## config.mk

```make
export PLATFORM = sky130hd
export DESIGN_NAME = systolic_ctrl
export DESIGN_NICKNAME = d
export VERILOG_FILES = /design/src/rtl/systolic_ctrl.sv
export SDC_FILE = /design/constraint.sdc
export NUM_CORES = 1
export LEC_CHECK = 0
export BUFFER_PORTS_ARGS = -buffer_cell sky130_fd_sc_hd__buf_2
export CAP_MARGIN = 10
export CORE_ASPECT_RATIO = 1.4
export CORE_UTILIZATION = 53
export DETAILED_ROUTE_END_ITERATION = 16
export PLACE_DENSITY_LB_ADDON = 0.15
export SLEW_MARGIN = 25
export SYNTH_ARGS = -nofsm -noshare
export SYNTH_HDL_FRONTEND = slang
export SYNTH_SLANG_ARGS = --single-unit
```

## constraint.sdc

```tcl
create_clock -name CLK -period 2.9 [get_ports CLK]
set_input_delay 0.435 -clock CLK [delete_from_list [all_inputs] [get_ports CLK]]
set_output_delay 0.435 -clock CLK [all_outputs]
set_load 0.1 [all_outputs]
```

## src/rtl/systolic_ctrl.sv

```systemverilog
// Timing sequencer for a ROWS x COLS systolic MAC array: weight load, input
// handshake, skewed X-injection enables and per-column result-valid flags.
module systolic_ctrl #(
  parameter int ROWS      = 4,
  parameter int COLS      = 4,
  parameter int CNT_WIDTH = 8
) (
  input  logic                      CLK,
  input  logic                      RST_N,
  input  logic                      start,
  input  logic [CNT_WIDTH-1:0]      num_vec,
  input  logic                      abort,
  output logic                      busy,
  output logic                      done,
  output logic                      w_load,
  output logic [$clog2(ROWS)-1:0]   w_row_sel,
  input  logic                      in_valid,
  output logic                      in_ready,
  output logic [ROWS-1:0]           x_feed_en,
  output logic [COLS-1:0]           y_valid,
  output logic [CNT_WIDTH-1:0]      vec_cnt
);

  localparam int RSW = $clog2(ROWS);
  localparam int DL  = ROWS + COLS;
  localparam logic [RSW-1:0] LAST_ROW = RSW'(ROWS - 1);

  typedef enum logic [1:0] {
    S_IDLE,
    S_LOAD_W,
    S_FEED,
    S_DRAIN
  } state_t;

  state_t                 r_state;
  state_t                 w_state_next;
  logic [RSW-1:0]         r_row;
  logic [CNT_WIDTH-1:0]   r_num_vec;
  logic [CNT_WIDTH-1:0]   r_vec_cnt;
  logic [DL-1:0]          r_dly;

  logic                   w_feed_ok;
  logic                   w_accept;
  logic                   w_start_take;
  logic                   w_drain_empty;
  logic [CNT_WIDTH-1:0]   w_vec_cnt_inc;

  // An aborting cycle never accepts, so no new flags enter the delay line.
  assign w_feed_ok     = (r_state == S_FEED) && !abort;
  assign w_accept      = w_feed_ok && in_valid;
  assign w_vec_cnt_inc = r_vec_cnt + CNT_WIDTH'(1);
  // Only the final tap may still be set: that is the last vector's column COLS-1.
  assign w_drain_empty = ~|r_dly[DL-2:0];

  always_ff @(posedge CLK or negedge RST_N) begin
    if (!RST_N) begin
      r_state <= S_IDLE;
    end else begin
      r_state <= w_state_next;
    end
  end

  always_comb begin
    w_state_next = r_state;
    busy         = (r_state != S_IDLE);
    w_load       = 1'b0;
    done         = 1'b0;
    w_start_take = 1'b0;
    case (r_state)
      S_IDLE: begin
        if (start) begin
          w_start_take = 1'b1;
          w_state_next = S_LOAD_W;
        end
      end
      S_LOAD_W: begin
        w_load = 1'b1;
        if (r_row == LAST_ROW) begin
          w_state_next = (r_num_vec == '0) ? S_DRAIN : S_FEED;
        end
      end
      S_FEED: begin
        if (w_accept && (w_vec_cnt_inc == r_num_vec)) begin
          w_state_next = S_DRAIN;
        end
      end
      S_DRAIN: begin
        if (w_drain_empty) begin
          done         = 1'b1;
          w_state_next = S_IDLE;
        end
      end
      default: w_state_next = S_IDLE;
    endcase
    if (abort) begin
      w_state_next = S_IDLE;
      done         = 1'b0;
      w_start_take = 1'b0;
    end
  end

  always_ff @(posedge CLK or negedge RST_N) begin
    if (!RST_N) begin
      r_row <= '0;
    end else if ((r_state == S_LOAD_W) && !abort && (r_row != LAST_ROW)) begin
      r_row <= r_row + RSW'(1);
    end else begin
      r_row <= '0;
    end
  end

  always_ff @(posedge CLK or negedge RST_N) begin
    if (!RST_N) begin
      r_num_vec <= '0;
      r_vec_cnt <= '0;
    end else if (abort) begin
      r_vec_cnt <= '0;
    end else if (w_start_take) begin
      r_num_vec <= num_vec;
      r_vec_cnt <= '0;
    end else if (w_accept) begin
      r_vec_cnt <= w_vec_cnt_inc;
    end
  end

  always_ff @(posedge CLK or negedge RST_N) begin
    if (!RST_N) begin
      r_dly <= '0;
    end else if (abort) begin
      r_dly <= '0;
    end else begin
      r_dly <= {r_dly[DL-2:0], w_accept};
    end
  end

  assign in_ready     = w_feed_ok;
  assign w_row_sel    = r_row;
  assign vec_cnt      = r_vec_cnt;
  assign x_feed_en[0] = w_accept;

  // Tap k of the delay line is high k+1 cycles after the accept.
  generate
    for (genvar gi = 1; gi < ROWS; gi++) begin : g_xskew
      assign x_feed_en[gi] = r_dly[gi-1];
    end
    for (genvar gi = 0; gi < COLS; gi++) begin : g_yvalid
      assign y_valid[gi] = r_dly[ROWS+gi];
    end
  endgenerate

endmodule
```

==> flow_metrics.tcl, run 1 <==
set metrics [dict create \
    dieArea_sq_um 3240 \
    grt_pass1_wl_mm 5.52 \
    post-route-drc-count 0 \
    ys_seq_elements 28 \
    clk_pin_slew_ps 100 \
    worstSkewPairLatency_ps 280 \
    row_count 23 \
    yosysSeqAreaShare_pct 43.9 \
    portBuffers 34 \
    cts_buffers 3 \
    fmax_mhz 367 \
    layout_common_cells "buf_2, dfrtp_1, xnor2_1" \
    antenna_cells 0 \
    vias 1197 \
    clockBufferDepth 2 \
    die-width_microns 48.4 \
    synth_edf_count 0 \
    grt_use_total_pct 22.5 \
    ios 35 \
    tritoncts "built" \
    htree_levels 1 \
    cts_resized 0 \
    finalHoldViolCount 0 \
    grt_pass1_vias 1159 \
    cp.required_ps 3050 \
    ant_nets 0 \
    cts_setup_buffers 0 \
    cellPowerDensity_nw_per_um2 808 \
    maxCapViolations 0 \
    hpwl_mm 2.54 \
    finalSetupViolations 0 \
    postCtsHoldBufs 0 \
    wire_per_inst_microns 16.0 \
    routed_wl_mm 3.40 \
    synth.largest_area_cell "dfrtp_1" \
    syn_nets 168 \
    tightestPinTransition_ps 625 \
    synth-async-reset-ratio_pct 100 \
    slew_headroom_pct 58.3 \
    grt_setup_unrepaired "false" \
    finalSetupTns_ps 0 \
    drtIter0Drc 20 \
    netlist_area_sq_um 1600 \
    status "finished clean" \
    gr-total-overflow 0 \
    area_growth_pct 14.4 \
    ff2ff_setup_slack_ps 180 \
    initial_core_util_pct 55.5 \
    antenna_found_initial 0 \
    period_needed_ps 2720 \
    synth_cell_types 41 \
    holdWs_ps 154 \
    crit_end "r_state[0]$_DFFE_PN0P_" \
    globalplace.congestion 0.836 \
    startpoint "r_state[0]$_DFFE_PN0P_" \
    cts.sinks 28 \
    dp.cells 208 \
    r2r-end "r_state[0]$_DFFE_PN0P_" \
    nets 196 \
    fin_crit_sh_pct 93.9 \
    power.leakage_nw 0.861 \
    syn_area_per_cell_sq_um 10.8 \
    finClkSkew_ps 2.23 \
    design.core.area_sq_um 2880 \
    critPathArrivalTime_ps 2870 \
    synth_flop_cell "dfrtp_1" \
    fillCellCount 265 \
    crit_fanout 6 \
    syn_inst 148 \
    fin_cells 212 \
    drt-vias-per-instance 5.65 \
    startpoint_type "flop" \
    worstSetupPathType "flop to flop" \
    grt_max_degree 29 \
    r2r_cells 8 \
    slew_violations 0 \
    die_height_microns 66.9 \
    pre_cts_slack_ps 213 \
    hold_path_class "input pin to asynchronous set/reset pin" \
    critPathCaptureType "flop" \
    synth_top_area_share_pct 43.9 \
    ir_drop_mv 0.761 \
    final_common_cell "buf_2" \
    yosysWarnings 0 \
    drive_gt1_share_pct 32.6 \
    dr.pass1.iters 5 \
    r2r_start "r_state[0]$_DFFE_PN0P_" \
    cts_root_buf "clkbuf_8" \
    synth_area_leaders "dfrtp_1, xnor2_1, mux2_2, ha_1, buf_4" \
    setup_ws_ps 177 \
]
-- registers in the layout, indices dropped and copies added, names as in the netlist --
| register | cells |
|---|---|
| r_dly | 8 |
| r_num_vec | 8 |
| vec_cnt | 8 |
| r_state | 2 |
| w_row_sel | 2 |
-- area by class of cell --
type / instances / area [sq um] / share of cell area (%)
Clock buffer: 3 / 41.3 / 2.26
Clock inverter: 1 / 30.0 / 1.64
Inverter: 5 / 18.8 / 1.03
Multi-Input combinational cell: 102 / 802 / 43.9
Sequential cell: 28 / 703 / 38.5
Tap cell: 37 / 46.3 / 2.53
Timing Repair Buffer: 36 / 185 / 10.1
-- layer usage --
layer | up-vias | part of all wire (%) | wire (microns) | GRT usage, %
met2 | 35 | 53 | 1790 | 42.8
li1 | 561 | - | - | -
met3 | 8 | 3.1 | 106 | 2.97
met1 | 593 | 43 | 1450 | 26.3
met4 | 0 | 1.4 | 47 | 6.62
met5 | - | 0 | 0 | 0
-- kinds of logic after synthesis --
| kind of cell | share of synthesized area (%) |
|---|---|
| DFF | 43.9 |
| adders and majority gates | 5.49 |
| xor gates and xnor gates | 9.25 |
| and+or+nand+nor | 20.6 |
| AOI/OAI and AO/OA | 8.31 |
| buffers and inverters | 6.82 |
| muxes | 5.64 |
-- stage by stage --
step / power (mW) / util, % / area (sq um)
4_1_cts: 1.47 / 63.5 / 1830
3_3_place_gp: 1.15 / 61.0 / 1760
6_report: 1.48 / 63.5 / 1830
5_1_grt: 1.54 / 63.5 / 1830
2_1_floorplan: 1.05 / - / 1610
3_5_place_dp: 1.16 / 61.0 / 1760
-- where the power goes --
group / total, mW / leakage, nW / internal [mW] / switching [mW]
Sequential: 0.559 / 0.368 / 0.466 / 0.0935
Combinational: 0.602 / 0.458 / 0.211 / 0.391
Clock: 0.315 / 0.0357 / 0.185 / 0.130
Total: 1.48 / 0.861 / 0.862 / 0.614
-- critical path, stage by stage (launching register included) --
cell       delay (ps)
dfrtp_1           450
inv_1             170
ha_1              250
and3b_1           210
nand3_2            70
or4_4             530
o41ai_2           520
nor4b_2           310
a2111oi_2          80
-- synth_stat cells (2+ instances only) --
cell and n:
dfrtp_1 28, nor2_1 8, nand4_1 2, xnor2_1 11, clkbuf_1 3, mux2_2 8
xor2_1 4, a21oi_1 5, nand2_1 5, nor3b_1 2, o21ai_0 4, and3b_1 2
nand2b_1 4, nor2b_1 9, ha_1 7, nor3_1 6, inv_1 5, buf_4 9
nand3_1 4
-- worst min-delay path by stage --
stage / slack, ps / endpoint / from / cells past startpoint
detailed placement: 460 / w_row_sel[0]$_DFF_PN0_ / w_row_sel[0]$_DFF_PN0_ / 1
global route: 210 / vec_cnt[2]$_DFFE_PN0P_ / RST_N / 1
global placement: 460 / w_row_sel[0]$_DFF_PN0_ / w_row_sel[0]$_DFF_PN0_ / 1
floorplan: 140 / r_dly[0]$_DFF_PN0_ / RST_N / 0
finish: 150 / vec_cnt[2]$_DFFE_PN0P_ / RST_N / 1
CTS: 190 / vec_cnt[2]$_DFFE_PN0P_ / RST_N / 1
Note: power is estimated with default switching activity, not from simulation.
==> inputs of run 2 (changes only) <==
--- a/config.mk
+++ b/config.mk
@@ -6,11 +6,11 @@
 export NUM_CORES = 1
 export LEC_CHECK = 0
 export BUFFER_PORTS_ARGS = -buffer_cell sky130_fd_sc_hd__buf_2
-export CAP_MARGIN = 10
 export CORE_ASPECT_RATIO = 1.4
-export CORE_UTILIZATION = 53
+export CORE_UTILIZATION = 40
 export DETAILED_ROUTE_END_ITERATION = 16
 export PLACE_DENSITY_LB_ADDON = 0.15
+export RECOVER_POWER = 100
 export SLEW_MARGIN = 25
 export SYNTH_ARGS = -nofsm -noshare
 export SYNTH_HDL_FRONTEND = slang
==> run 2 against run 1 <==
The run now ends with max-capacitance violations, max-slew violations left. Combinational power is essentially flat. Die area grew 31%. Fmax shrank 2.2%. Sequential cell count is the same. Clock skew grew 5.6 ps. Sequential share of layout area grew 0.62 points. Count of clock-buffer cells in the layout grew 1. First-iteration DRC count is the same. Worst setup slack lost 60 ps. Critical endpoint unchanged. Largest power group unchanged. Highest routed layer unchanged.
==> flow_metrics.tcl, run 2 (synthesized netlist as in run 1, its figures left out) <==
set metrics [dict create \
    die_height_microns 76.8 \
    clockBufferDepth 2 \
    cts_setup_buffers 0 \
    critPathMaxStageDelay_ps 550 \
    cts_root_buf "clkbuf_8" \
    gr-total-overflow 0 \
    drive_gt1_share_pct 21.3 \
    hold_path_class "input pin to flop" \
    finalSetupViolations 0 \
    drtIter0Drc 20 \
    drt-vias-per-instance 5.40 \
    cellPowerDensity_nw_per_um2 785 \
    dp.cells 212 \
    final_core_util_pct 48.1 \
    fmax_mhz 359 \
    clk_pin_slew_ps 90 \
    fin_cells 216 \
    initial_core_util_pct 42.7 \
    critPathCaptureType "flop" \
    p_seq_share_pct 39.9 \
    row_count 26 \
    ant_nets 0 \
    design.core.area_sq_um 3740 \
    dieArea_sq_um 4250 \
    power.leakage_nw 0.761 \
    crit_buf_inv 1 \
    portBuffers 34 \
    antenna_cells 0 \
    ios 35 \
    tritoncts "built" \
    critPathArrivalTime_ps 2930 \
    area_growth_pct 12.6 \
    grt_use_total_pct 16.7 \
    grt_pass1_vias 1236 \
    crit_fanout 6 \
    grt_pass1_wl_mm 5.62 \
    violations "max-capacitance violations, max-slew violations" \
    grt_max_degree 29 \
    slew_headroom_pct -1.77 \
    htree_levels 1 \
    cts_buffers 3 \
    cp.required_ps 3040 \
    finClkSkew_ps 7.87 \
    antenna_found_initial 0 \
    worstSetupPathType "flop to flop" \
    post-route-drc-count 0 \
    startpoint_type "flop" \
    globalplace.congestion 0.862 \
    slew_violations 29 \
    internal_power_mw 0.795 \
    die-width_microns 55.4 \
    finalHoldViolCount 0 \
    status "finished, violations left" \
    sw_frac_of_total_pct 43.6 \
    path_cells "inv_1 -> ha_2 -> and3b_2 -> nand3_2 -> or4_4 -> o41ai_4 -> nor4b_2 -> a2111oi_2" \
    final_common_cell "dfrtp_1" \
    cpMaxStageDelayCell "or4_4" \
    vias 1166 \
    routed_wl_mm 3.37 \
    grt_setup_unrepaired "false" \
    ir_drop_mv 0.438 \
    finalSetupTns_ps 0 \
    switchingPower_mw 0.615 \
    clock_power_share_pct 17.3 \
    period_needed_ps 2780 \
    worstSkewPairLatency_ps 280 \
    cts.sinks 28 \
    power_mw 1.41 \
    hpwl_mm 2.52 \
    tightestPinTransition_ps 1530 \
    nets 195 \
    dr.pass1.iters 4 \
    fin_crit_sh_pct 96.0 \
    wire_per_inst_microns 15.6 \
    p_comb_share_pct 42.8 \
    cpLargestDelayFamily "simple AND/OR/NAND/NOR gates" \
    layout_common_cells "dfrtp_1, clkbuf_1, xnor2_1" \
    maxCapViolations 1 \
    final_cell_area_sq_um 1800 \
    dpl_cell_area_sq_um 1750 \
]
==> run 2: worst paths after layout <==
path	start	to	slack, ps	cells past startpoint
max	r_state[0]$_DFFE_PN0P_	r_state[0]$_DFFE_PN0P_	120	8
min	num_vec[2]	r_num_vec[2]$_DFFE_PN0P_	380	2
max reg2reg	r_state[0]$_DFFE_PN0P_	r_state[0]$_DFFE_PN0P_	120	8
min reg2reg	w_row_sel[0]$_DFF_PN0_	w_row_sel[0]$_DFF_PN0_	480	1
max in group asynchronous	RST_N	vec_cnt[0]$_DFFE_PN0P_	1400	1
min in group asynchronous	RST_N	vec_cnt[1]$_DFFE_PN0P_	510	1
==> run 2: routing by layer <==
| layer | track usage [%] | wire, microns | share of wire, % |
|---|---|---|---|
| met1 | 20.0 | 1450 | 43 |
| met5 | 0 | 0 | 0 |
| met4 | 9.50 | 114 | 3.4 |
| met2 | 28.3 | 1710 | 51 |
| met3 | 2.19 | 93 | 2.8 |
==> run 2: cell type report <==
type,instances,area [sq um]
fillers,348,1940
multi-input cells,102,817
flip-flops and latches,28,703
repair buffers,35,151
clock buffers,4,55.1
well taps,42,52.6
inverters,5,18.8
==> run 2: per-stage QoR <==
stage / hold slack [ps] / worst slack, ps
floorplan: 139 / 14.1
global placement: 447 / 241
detailed placement: 470 / 55.4
CTS: 181 / 42.4
global route: 377 / 1.05
finish: 384 / 117
==> run 2: power by group through the flow <==
stage	Sequential [mW]	Combinational, mW	Clock, mW
after floorplan	0.578	0.468	0
after global placement	0.567	0.583	0
after detailed placement	0.571	0.598	0
after CTS	0.563	0.599	0.254
after global routing	0.572	0.650	0.270
final	0.562	0.604	0.244
==> run 2: what timing repair did <==
item                                    4_1_cts  5_1_grt
hold buffers                                  0        0
resized for setup                             0        3
endpoints found under the setup margin        0        2
